[src/rtl/gtx_clock_sequencer.sv]
// GTX bring-up sequencer: CPLL reset, lock wait with retries, settle, GT reset, user-ready handoff.
// Optional lock-loss event counter enabled by defining GTX_CLK_SEQ_LOSS_CNT_EN.
module gtx_clock_sequencer #(
    parameter int CH_NUM         = 1,
    parameter int PLL_RST_CYCLES = 16,
    parameter int LOCK_TIMEOUT   = 60000,
    parameter int SETTLE_CYCLES  = 256,
    parameter int GT_RST_CYCLES  = 16,
    parameter int MAX_RETRY      = 3
) (
    input  logic              clk,
    input  logic              rst,
    input  logic              restart,
    input  logic [CH_NUM-1:0] cplllock,
    input  logic [CH_NUM-1:0] txresetdone,
    input  logic [CH_NUM-1:0] rxresetdone,
    output logic [CH_NUM-1:0] cpllreset,
    output logic [CH_NUM-1:0] gttxreset,
    output logic [CH_NUM-1:0] gtrxreset,
    output logic [CH_NUM-1:0] userrdy,
    output logic              clk_ready,
    output logic              fault,
    output logic [2:0]        state,
    output logic [7:0]        lock_loss_cnt
);

    function automatic int max2(input int a, input int b);
        return (a > b) ? a : b;
    endfunction

    localparam int CNT_MAX = max2(max2(PLL_RST_CYCLES, LOCK_TIMEOUT), max2(SETTLE_CYCLES, GT_RST_CYCLES));
    localparam int CNT_W   = $clog2(CNT_MAX + 1);

    typedef enum logic [2:0] {
        IDLE      = 3'd0,
        PLL_RST   = 3'd1,
        WAIT_LOCK = 3'd2,
        SETTLE    = 3'd3,
        GT_RST    = 3'd4,
        WAIT_DONE = 3'd5,
        READY     = 3'd6,
        FAULT     = 3'd7
    } state_t;

    state_t             cur, nxt;
    logic [CNT_W-1:0]   cnt, cnt_nxt;
    logic [3:0]         retry, retry_nxt;
    logic [CH_NUM-1:0]  lock_s1, lock_s2, txd_s1, txd_s2, rxd_s1, rxd_s2;
    logic               all_lock, all_done;

    assign all_lock = &lock_s2;
    assign all_done = (&txd_s2) & (&rxd_s2);
    assign state    = cur;

    always_comb begin
        nxt       = cur;
        cnt_nxt   = cnt;
        retry_nxt = retry;
        if (restart) begin
            nxt       = PLL_RST;
            retry_nxt = '0;
        end else begin
            case (cur)
                IDLE: nxt = PLL_RST;
                PLL_RST: begin
                    cnt_nxt = cnt + CNT_W'(1);
                    if (cnt == CNT_W'(PLL_RST_CYCLES - 1)) nxt = WAIT_LOCK;
                end
                WAIT_LOCK: begin
                    cnt_nxt = cnt + CNT_W'(1);
                    if (all_lock) begin
                        nxt = SETTLE;
                    end else if (cnt == CNT_W'(LOCK_TIMEOUT - 1)) begin
                        retry_nxt = retry + 4'd1;
                        nxt = (retry == 4'(MAX_RETRY - 1)) ? FAULT : PLL_RST;
                    end
                end
                // Any lock drop once past WAIT_LOCK restarts from the CPLL reset.
                SETTLE: begin
                    cnt_nxt = cnt + CNT_W'(1);
                    if (!all_lock)                                nxt = PLL_RST;
                    else if (cnt == CNT_W'(SETTLE_CYCLES - 1))    nxt = GT_RST;
                end
                GT_RST: begin
                    cnt_nxt = cnt + CNT_W'(1);
                    if (!all_lock)                                nxt = PLL_RST;
                    else if (cnt == CNT_W'(GT_RST_CYCLES - 1))    nxt = WAIT_DONE;
                end
                WAIT_DONE: begin
                    if (!all_lock)      nxt = PLL_RST;
                    else if (all_done)  nxt = READY;
                end
                READY: begin
                    if (!all_lock) nxt = PLL_RST;
                end
                default: nxt = FAULT;
            endcase
            if (nxt == READY && cur != READY) retry_nxt = '0;
        end
        // Restart while already in PLL_RST must still give a full-width pulse.
        if (nxt != cur || restart) cnt_nxt = '0;
    end

    // Outputs are registered from the next state so they line up with the state register.
    always_ff @(posedge clk or posedge rst) begin
        if (rst) begin
            cur       <= IDLE;
            cnt       <= '0;
            retry     <= '0;
            lock_s1   <= '0;
            lock_s2   <= '0;
            txd_s1    <= '0;
            txd_s2    <= '0;
            rxd_s1    <= '0;
            rxd_s2    <= '0;
            cpllreset <= '1;
            gttxreset <= '1;
            gtrxreset <= '1;
            userrdy   <= '0;
            clk_ready <= 1'b0;
            fault     <= 1'b0;
        end else begin
            cur       <= nxt;
            cnt       <= cnt_nxt;
            retry     <= retry_nxt;
            lock_s1   <= cplllock;
            lock_s2   <= lock_s1;
            txd_s1    <= txresetdone;
            txd_s2    <= txd_s1;
            rxd_s1    <= rxresetdone;
            rxd_s2    <= rxd_s1;
            cpllreset <= {CH_NUM{nxt == IDLE || nxt == PLL_RST || nxt == FAULT}};
            gttxreset <= {CH_NUM{nxt == IDLE || nxt == PLL_RST || nxt == GT_RST}};
            gtrxreset <= {CH_NUM{nxt == IDLE || nxt == PLL_RST || nxt == GT_RST}};
            userrdy   <= {CH_NUM{nxt == WAIT_DONE || nxt == READY}};
            clk_ready <= (nxt == READY);
            fault     <= (nxt == FAULT);
        end
    end

`ifdef GTX_CLK_SEQ_LOSS_CNT_EN
    logic       loss_evt;
    logic [7:0] loss_cnt;

    assign loss_evt = !restart && !all_lock &&
                      (cur == SETTLE || cur == GT_RST || cur == WAIT_DONE || cur == READY);

    always_ff @(posedge clk or posedge rst) begin
        if (rst)                               loss_cnt <= '0;
        else if (loss_evt && loss_cnt != 8'hFF) loss_cnt <= loss_cnt + 8'd1;
    end

    assign lock_loss_cnt = loss_cnt;
`else
    assign lock_loss_cnt = '0;
`endif

endmodule

[config.mk]
export PLATFORM = sky130hd
export DESIGN_NAME = gtx_clock_sequencer
export DESIGN_NICKNAME = d
export VERILOG_FILES = /design/src/rtl/gtx_clock_sequencer.sv
export SDC_FILE = /design/constraint.sdc
export NUM_CORES = 1
export LEC_CHECK = 0
export CAP_MARGIN = 15
export CORE_UTILIZATION = 29
export CTS_BUF_LIST = sky130_fd_sc_hd__clkbuf_8
export DETAILED_ROUTE_END_ITERATION = 8
export GPL_ROUTABILITY_DRIVEN = 0
export PLACE_DENSITY = 0.48
export SETUP_SLACK_MARGIN = 0.5
export SLEW_MARGIN = 5
export SYNTH_ARGS = -nofsm -noshare
export SYNTH_HDL_FRONTEND = slang
export SYNTH_SLANG_ARGS = --single-unit
[constraint.sdc]
create_clock -name clk -period 2.8 [get_ports clk]
set_input_delay 0.56 -clock clk [delete_from_list [all_inputs] [get_ports clk]]
set_output_delay 0.56 -clock clk [all_outputs]
set_load 0.05 [all_outputs]
Word level (Yosys, flattened, before mapping):

Index checks and enable logic that the tools add are counted.

* bits in registers: 34
* bits of input ports: 6
* output and inout bits: 17

* $add $sub $neg: 2
* eq/ne operators: 20
* multiplexer cells: 22
* bitwise gates (word level): 1
* reductions and logical operators: 14

Operators by type and width (number)
* 16-bit two-way mux: 3
* 3-bit two-way mux: 13
* 3-bit == test, second input constant: 8
* 3-bit case mux with 7 select lines: 1
* 4-bit two-way mux: 5
* 16-bit by 1-bit adder with 16-bit output, second input constant: 1
* 16-bit == test, second input constant: 1
* 16-bit by 4-bit == test with 1-bit output, second input constant: 1
* 16-bit by 8-bit == test with 1-bit output, second input constant: 1
* 3-bit by 1-bit == test with 1-bit output, second input constant: 2
* 3-bit by 2-bit == test with 1-bit output, second input constant: 2
* 3-bit zero test: 2
* 3-bit nonzero test: 2
* 1-bit logical OR: 5
* 4-bit by 1-bit adder with 4-bit output, second input constant: 1
* 4-bit by 2-bit == test with 1-bit output, second input constant: 1
* 4-bit OR reduction: 1
* 3-bit by 2-bit inequality test with 1-bit output, second input constant: 1
* 3-bit inequality test: 1
* 3-bit inequality test, second input constant: 1
* 3-bit AND reduction: 1
* 2-bit by 1-bit inequality test with 1-bit output, second input constant: 1
* 2-bit AND reduction: 1
* 2-bit nonzero test: 1
* other kinds (2): 2

Longest topological paths before layout:

Gate-level depths: netlist of the first run.

* depth after elaboration: 11
* gate-level depth with buffers: 9
* depth with buffers taken out: 8

Worst setup path before layout of the first run:

OpenSTA, ideal clock, no wires.

* path type: reg-to-reg
* start: reg cnt[0]
* end: reg cnt[10]
* library setup time: 0.119 ns
* arrival time: 2.554 ns
* slack: 0.127 ns
* cell stages (with the launch flop): 9
* path buffers: 1
* period minus slack after synthesis: 2.673 ns
* path through: dfrtp_1 ha_1 or4b_4 or4_4 o31ai_1 and4bb_2 mux2i_4 buf_6 nor2_1

* longest elaborated chain between the ends: 10
* elaborated cells on any way between the ends: 22

Ends and longest elaborated chain
* from (decl): line 46 `logic [CNT_W-1:0] cnt, cnt_nxt;`
* from (signal assigned): line 124 `cnt <= cnt_nxt;`
* 16-bit by 4-bit == test with 1-bit output (tied with other cells): line 67, 87
* 3-bit two-way mux, on equally long branches: line 87, 73, 82
* 3-bit two-way mux, on equally long branches: line 86, 71, 81
* 3-bit case mux with 7 select lines: line 63 `case (cur)`
* 3-bit two-way mux (2 in a row): line 59 `if (restart) begin`
* 3-bit inequality test: line 101 `if (nxt != cur || restart) cnt_nxt = '0;`
* 1-bit logical OR: line 101
* 2-bit by 1-bit inequality test with 1-bit output (no line) / 2-bit nonzero test (equally long branches)
* 2-bit AND reduction (no line)

Parallel ways exist; a longest one is shown, timed or not. The select of a mux whose other input is x is not followed.
A chain may end at the register's enable or synchronous reset.

Worst setup path in the final report of the first run:

* start: reg cnt[1]
* end: reg cnt[15]

The elaborated chain is that of the path after synthesis.

==> summary.md, run 1 <==
| Metric | Value |
|---|---|
| Period utilization | `92.0%` |
| RSZ-0062 raised after global routing | `true` |
| Root Buffer | `clkbuf_8` |
| Antenna-violating nets left | `0` |
| Setup crit start kind | `flip-flop` |
| Clk slew on worst S/H paths | `about 70 ps` |
| Die area | `roughly 7000 um2` |
| # fillers | `about 630` |
| Initial antenna violation count | `0` |
| Max reg flops | `16` |
| Total negative setup slack | `0 ps` |
| Die height | `around 83 um` |
| First-pass GRT wire length | `roughly 6800 um` |
| Crit path DAT | `2760 ps` |
| # Max-Cap Violations | `0` |
| Hold_buf cts | `0` |
| Async S/R FF share, synth | `100%` |
| TritonCTS Sinks | `34` |
| R2r setup slk | `approximately 220 ps` |
| Max Fclk | `388 MHz` |
| Rel. slew slack | `between 60% and 70%` |
| Post-synthesis register bit count | `34` |
| First-pass DRT Iterations | `4` |
| Ports | `23` |
| Share of cells above drive strength 1 | `25.3%` |
| Grt total ovfl | `0` |
| Detailed Place HPWL | `between 2000 and 3000 um` |
| Initial Utilization | `~31%` |
| Crit path kind | `flip-flop to flip-flop` |
| Worst-Margin Slew | `~500 ps` |
| Worst Skew | `around 8.4 ps` |
| Pwr dens | `between 400 and 500 nW/um2` |
| Port buffer count | `14` |
| # diodes | `0` |
| Cell Area, Placed | `2150 um2` |
| Crit-path max FO | `16` |
| Fin. max-slew vios | `0` |
| Post-layout instance area | `~2500 um2` |
| Via count | `1431` |
| Iteration-0 DRC count of the detailed router | `78` |
| Final nets | `approximately 230` |
| Largest Register | `cnt` |
| Worst Setup End Kind | `flip-flop` |
| Synth Instances | `approximately 190` |
| CTS tree | `done` |
| Max rail drop VDD | `202 uV` |
| Outcome | `finished, final reports clean` |
| Static Leak | `approximately 1.0 nW` |
| Yosys warning count | `0` |
| Largest net degree at the start of global routing | `35` |
| Register area share after synthesis | `45.4%` |
| Number of global-route vias before repair | `between 1000 and 1500` |
| EDFF count, synth | `0` |
| Netlist cell types | `47` |
| Hold Fails Final Rpt | `0` |
| Total GRT Usage | `13.6%` |
| Max Root-Sink Buffers | `2` |
| Drt wl/cell | `between 10 and 15 um` |
| Min-delay worst type | `flip-flop to flip-flop` |
| Min cycle time layout | `2580 ps` |
| Mapped cell area | `between 1500 and 2000 um2` |
| Area growth syn-to-layout | `30.3%` |
| Core Area | `approximately 6100 um2` |
| Die Width | `just over 80 um` |
| Setup violators final | `0` |
| Clk_lat worst skew | `between 200 and 300 ps` |
| Detailed-route DRC error count | `0` |
| Main synth FF type | `dfrtp_1` |
| Vias per cell | `between 4 and 5` |
| Final WL | `roughly 4000 um` |
| Total CTS buffers | `5` |
| Row cnt | `28` |
| H-tree depth | `2` |
| Mean Syn Cell Area | `around 10 um2` |
| Worst EP required | `slightly below 3000 ps` |
[report_power, final]
| group | switching, W | internal, W |
|---|---|---|
| logic | 0.0000567 | 0.0000281 |
| registers | 0.00000429 | 0.000499 |
| clock network | 0.000181 | 0.000248 |
[cells by family after synthesis]
group	share of synthesized area (%)
AND/OR/NAND/NOR	26.8
buffers and inverters	6.79
multiplexers	2.79
other	0.199
flip-flops	45.4
AO/OA/AOI/OAI	7.19
adder cells (fa/ha/maj)	2.00
XOR/XNOR	8.85
[cell usage after synthesis (2+ instances only)]
cell | number | area (um2)
and3_1 | 5 | 31.3
or4bb_1 | 2 | 22.5
nor3b_1 | 2 | 15.0
nand4_1 | 6 | 37.5
xor2_1 | 11 | 96.3
nor4_1 | 4 | 25.0
nor2_1 | 27 | 101
mux2i_1 | 3 | 30.0
or3_1 | 3 | 18.8
a21oi_1 | 3 | 15.0
o21ai_0 | 2 | 10.0
nor3_1 | 2 | 10.0
clkbuf_1 | 5 | 18.8
inv_1 | 5 | 18.8
o21bai_1 | 2 | 15.0
ha_1 | 3 | 37.5
a31oi_1 | 3 | 18.8
xnor2_1 | 8 | 70.1
buf_6 | 2 | 22.5
o31ai_1 | 2 | 15.0
buf_4 | 9 | 67.6
nand3_1 | 8 | 40.0
dfstp_2 | 2 | 52.6
o21a_1 | 2 | 15.0
and2_1 | 4 | 25.0
nand2_1 | 10 | 37.5
nand2b_1 | 2 | 12.5
dfrtp_1 | 32 | 801
[worst max-delay path, cell delays in order (launching register included)]
cell and delay [ps]:
dfrtp_1 360, ha_2 190, or4b_4 520, or4_4 490, o31ai_4 250, and4bb_2 270, mux2i_4 160, buf_12 160
nor2_1 60
[cell usage in the layout, fill, tap and decap left out, types with 2 or more instances in the layout]
master and n:
dfrtp_1 30, nor2_1 27, buf_4 18, xor2_1 11
clkdlybuf4s50_1 11, nand2_1 10, nand3_1 8, xnor2_1 8
conb_1 8, clkbuf_8 8, nand4_1 6, inv_1 5
buf_6 5, and2_1 4, and3_1 4, or4b_4 3
nor4_1 3, a31oi_1 3, nor4_4 3, mux2i_1 3
dlygate4sd2_1 3, nor3b_1 2, or4_4 2, o31ai_4 2
or3_1 2, a21oi_1 2, nand2b_1 2, o21a_1 2
o21ai_0 2, o21bai_1 2, ha_1 2, dfrtp_2 2
dfstp_2 2
[path summary, 6_finish.rpt]
check,cells after the start,start,to
worst max-delay path,8,cnt[1],cnt[15]
worst max register to register,8,cnt[1],cnt[15]
min in group asynchronous,3,rst,cnt[15]
worst min register to register,0,rxd_s1,rxd_s2
worst min-delay path,0,rxd_s1,rxd_s2
max in group asynchronous,3,rst,cnt[13]
[layout make-up]
class	instances	area, um2	share of cell area [%]
clock buffer	8	110	4.49
inverter	5	18.8	0.766
multi-input combinational	140	1020	41.8
sequential	34	856	34.9
tap	75	93.8	3.83
timing repair buffer	38	348	14.2
[metrics by stage]
stage | cells | hold WS, ps | worst slack (ps) | utilization, % | total power (W)
2_1_floorplan | 195 | 331 | 254 | - | 0.000576
3_3_place_gp | 276 | 332 | 143 | 35.3 | 0.000589
3_5_place_dp | 276 | 335 | 135 | 35.3 | 0.000589
4_1_cts | 296 | 351 | 246 | 39.2 | 0.00103
5_1_grt | 300 | 364 | 133 | 40.2 | 0.00106
6_report | 300 | 350 | 223 | 40.2 | 0.00102
[per-layer routing]
metal,GRT usage (%),up-vias,part of all wire (%)
met5,0,-,0
met4,5.17,0,1.7
met3,3.41,7,3.4
met2,21.2,31,46
met1,18.0,687,49
li1,-,706,-
[repair_timing]
item                                    in CTS  in global routing
gates resized for setup                     12                  7
endpoints found under the setup margin      30                 28
setup buffers                               12                  4
pin swaps                                    6                  7
Power figures use the tool's default switching activity.
==> run 2: changes to the inputs <==
PLACE_DENSITY = 0.46   (was 0.48)
clock period = 2.6 ns   (was 2.8 ns; I/O delays follow)
==> run 2 against run 1 <==
Against the previous run:
- hold slack lost 1.2 ps
- cell area grew 1.4%
- combinational power grew 9.8%
- die area is the same
- first-iteration DRC count shrank 41%
- sequential power grew 7.8%
- cell count grew 2.0%
- fmax shrank 0.41%
- sequential share of layout area shrank 0.59 points
==> summary.md, run 2 (same netlist as run 1, synthesis figures left out) <==
| Metric | Value |
|---|---|
| H-tree depth | `2` |
| Clk network pwr share | `44.3%` |
| First-pass DRT Iterations | `4` |
| Row cnt | `28` |
| Core Area | `between 6000 and 7000 um2` |
| Crit-path max FO | `5` |
| Initial antenna violation count | `0` |
| Worst r2r path cells | `7` |
| Share of cells above drive strength 1 | `26.0%` |
| Total GRT Usage | `13.2%` |
| Die area | `approximately 6800 um2` |
| Most frequent cells in the layout | `dfrtp_1 (32), buf_4 (29), nor2_1 (27), xor2_1 (11), nand2_1 (10)` |
| Hold Fails Final Rpt | `0` |
| Gate power share | `around 8.2%` |
| Largest net degree at the start of global routing | `35` |
| RSZ-0062 raised after global routing | `true` |
| Number of global-route vias before repair | `approximately 1300` |
| Detailed Place HPWL | `between 2000 and 3000 um` |
| Clk_lat worst skew | `290 ps` |
| Final Core Density | `between 40% and 50%` |
| Clk slew on worst S/H paths | `approximately 70 ps` |
| Via count | `1464` |
| Worst EP required | `about 2800 ps` |
| Worst Skew | `6.62 ps` |
| Initial Utilization | `30.8%` |
| Final nets | `between 200 and 250` |
| Pwr dens | `~460 nW/um2` |
| Iteration-0 DRC count of the detailed router | `46` |
| Crit path DAT | `between 2000 and 3000 ps` |
| Detailed-route DRC error count | `0` |
| Ports | `23` |
| Area growth syn-to-layout | `32.2%` |
| Cell Chain, Critical Path | `ha_1, or4b_4, or4_4, or3_4, a31oi_4, and3_4, o21bai_1` |
| Static Leak | `about 1.1 nW` |
| Min cycle time layout | `between 2000 and 3000 ps` |
| # diodes | `0` |
| Worst setup path start | `cnt[1]` |
| CTS tree | `done` |
| Sequential power share | `a little under half` |
| Critical path's slowest cell | `or4b_4` |
| Grt total ovfl | `0` |
| Min setup slack post-route | `12.1 ps` |
| Net switching power | `0.000264 W` |
| Port buffer count | `14` |
| Multi-input logic area | `1030 um2` |
| CP max stage delay | `approximately 540 ps` |
| Vias per cell | `4.78` |
| Worst Setup End Kind | `flip-flop` |
| Setup violators final | `0` |
| Setup crit start kind | `flip-flop` |
| First-pass GRT wire length | `about 6600 um` |
| Total CTS buffers | `5` |
| Largest Register | `cnt` |
| R2r setup slk | `10 ps` |
| Commonest non-fill, non-tap cell in the layout | `dfrtp_1` |
| Die Width | `82.5 um` |
| TritonCTS Sinks | `34` |
| # Max-Cap Violations | `0` |
| FF-to-FF End | `cpllreset` |
| Reg area | `853 um2` |
| Period utilization | `~100%` |
| Antenna-violating nets left | `0` |
| Outcome | `finished, final reports clean` |
| Root Buffer | `clkbuf_8` |
| Crit path depth | `7` |
| Max rail drop VDD | `a little under 200 uV` |
| Final WL | `roughly 4100 um` |
| Drt wl/cell | `between 10 and 15 um` |
| Worst Setup EP | `cpllreset` |
| CP bufs+invs | `0` |
| Max Fclk | `approximately 390 MHz` |
| Critical path's top delay family | `simple AND/OR/NAND/NOR gates` |
| Fin. max-slew vios | `0` |
| Crit path kind | `flip-flop to flip-flop` |
| Die height | `approximately 83 um` |
| Pre-CTS setup slack | `-38.2 ps` |
| Min-delay worst type | `flip-flop to flip-flop` |
| Max Root-Sink Buffers | `2` |
| Max reg flops | `16` |
| # fillers | `606` |
| RR Startpoint | `cnt[1]` |
| Switch share | `a little under a quarter` |
| Design internal power | `around 0.0009 W` |
==> run 2: metrics by stage <==
| stage | hold slack [ps] | cells | total power (W) | setup TNS [ps] | area (um2) |
|---|---|---|---|---|---|
| 6_report | 348 | 306 | 0.00114 | 0 | 2490 |
| 5_1_grt | 375 | 306 | 0.00119 | -894 | 2490 |
| 4_1_cts | 350 | 302 | 0.00115 | 0 | 2430 |
| 3_5_place_dp | 335 | 289 | 0.000639 | -84.1 | 2260 |
| 3_3_place_gp | 336 | 289 | 0.000638 | -54.8 | 2260 |
| 2_1_floorplan | 331 | 195 | 0.000621 | 0 | 1960 |
==> run 2: routing by layer <==
| metal | track usage [%] | part of all wire, % | vias to the layer above |
|---|---|---|---|
| met4 | 5.17 | 1.6 | 0 |
| met5 | 0 | 0 | - |
| met1 | 17.4 | 48 | 702 |
| met2 | 20.7 | 46 | 30 |
| met3 | 3.41 | 4.1 | 7 |
| li1 | - | - | 725 |
==> run 2: final cells by class <==
type                    count  area share, %
multi-input cells         140           41.3
flip-flops and latches     34           34.3
repair buffers             45           15.3
well taps                  75           3.77
clock buffers               6           3.32
clock inverters             1           1.21
inverters                   5          0.755
==> run 2: power groups by stage <==
stage / Clock [W] / Sequential (W) / Combinational (W)
after floorplan: 0 / 0.000552 / 0.0000688
after global placement: 0 / 0.000552 / 0.0000851
after detailed placement: 0 / 0.000553 / 0.0000865
after CTS: 0.000520 / 0.000542 / 0.0000904
after global routing: 0.000540 / 0.000543 / 0.000103
final: 0.000505 / 0.000542 / 0.0000931
==> run 2: worst reg2reg max path: stages (launching register included) <==
cell and delay, ps:
dfrtp_1 360, ha_1 170, or4b_4 540, or4_4 490, or3_4 400, a31oi_4 240, and3_4 220, o21bai_1 100
==> run 2: how the worst min path moves through the flow <==
stage                       start  endpoint  slack (ps)  cells after the start
after floorplan           lock_s1  all_lock         330                      0
after global placement     rxd_s1    rxd_s2         340                      0
after detailed placement  lock_s1  all_lock         330                      0
after CTS                 lock_s1  all_lock         350                      0
after global routing      lock_s1  all_lock         380                      0
final                     lock_s1  all_lock         350                      0
==> run 2: what timing repair did <==
item                                    CTS  global route
gates resized for setup                  11             4
pin swaps                                 2             3
hold buffers                              0             0
endpoints found under the setup margin   34            29
buffers inserted                          6             4
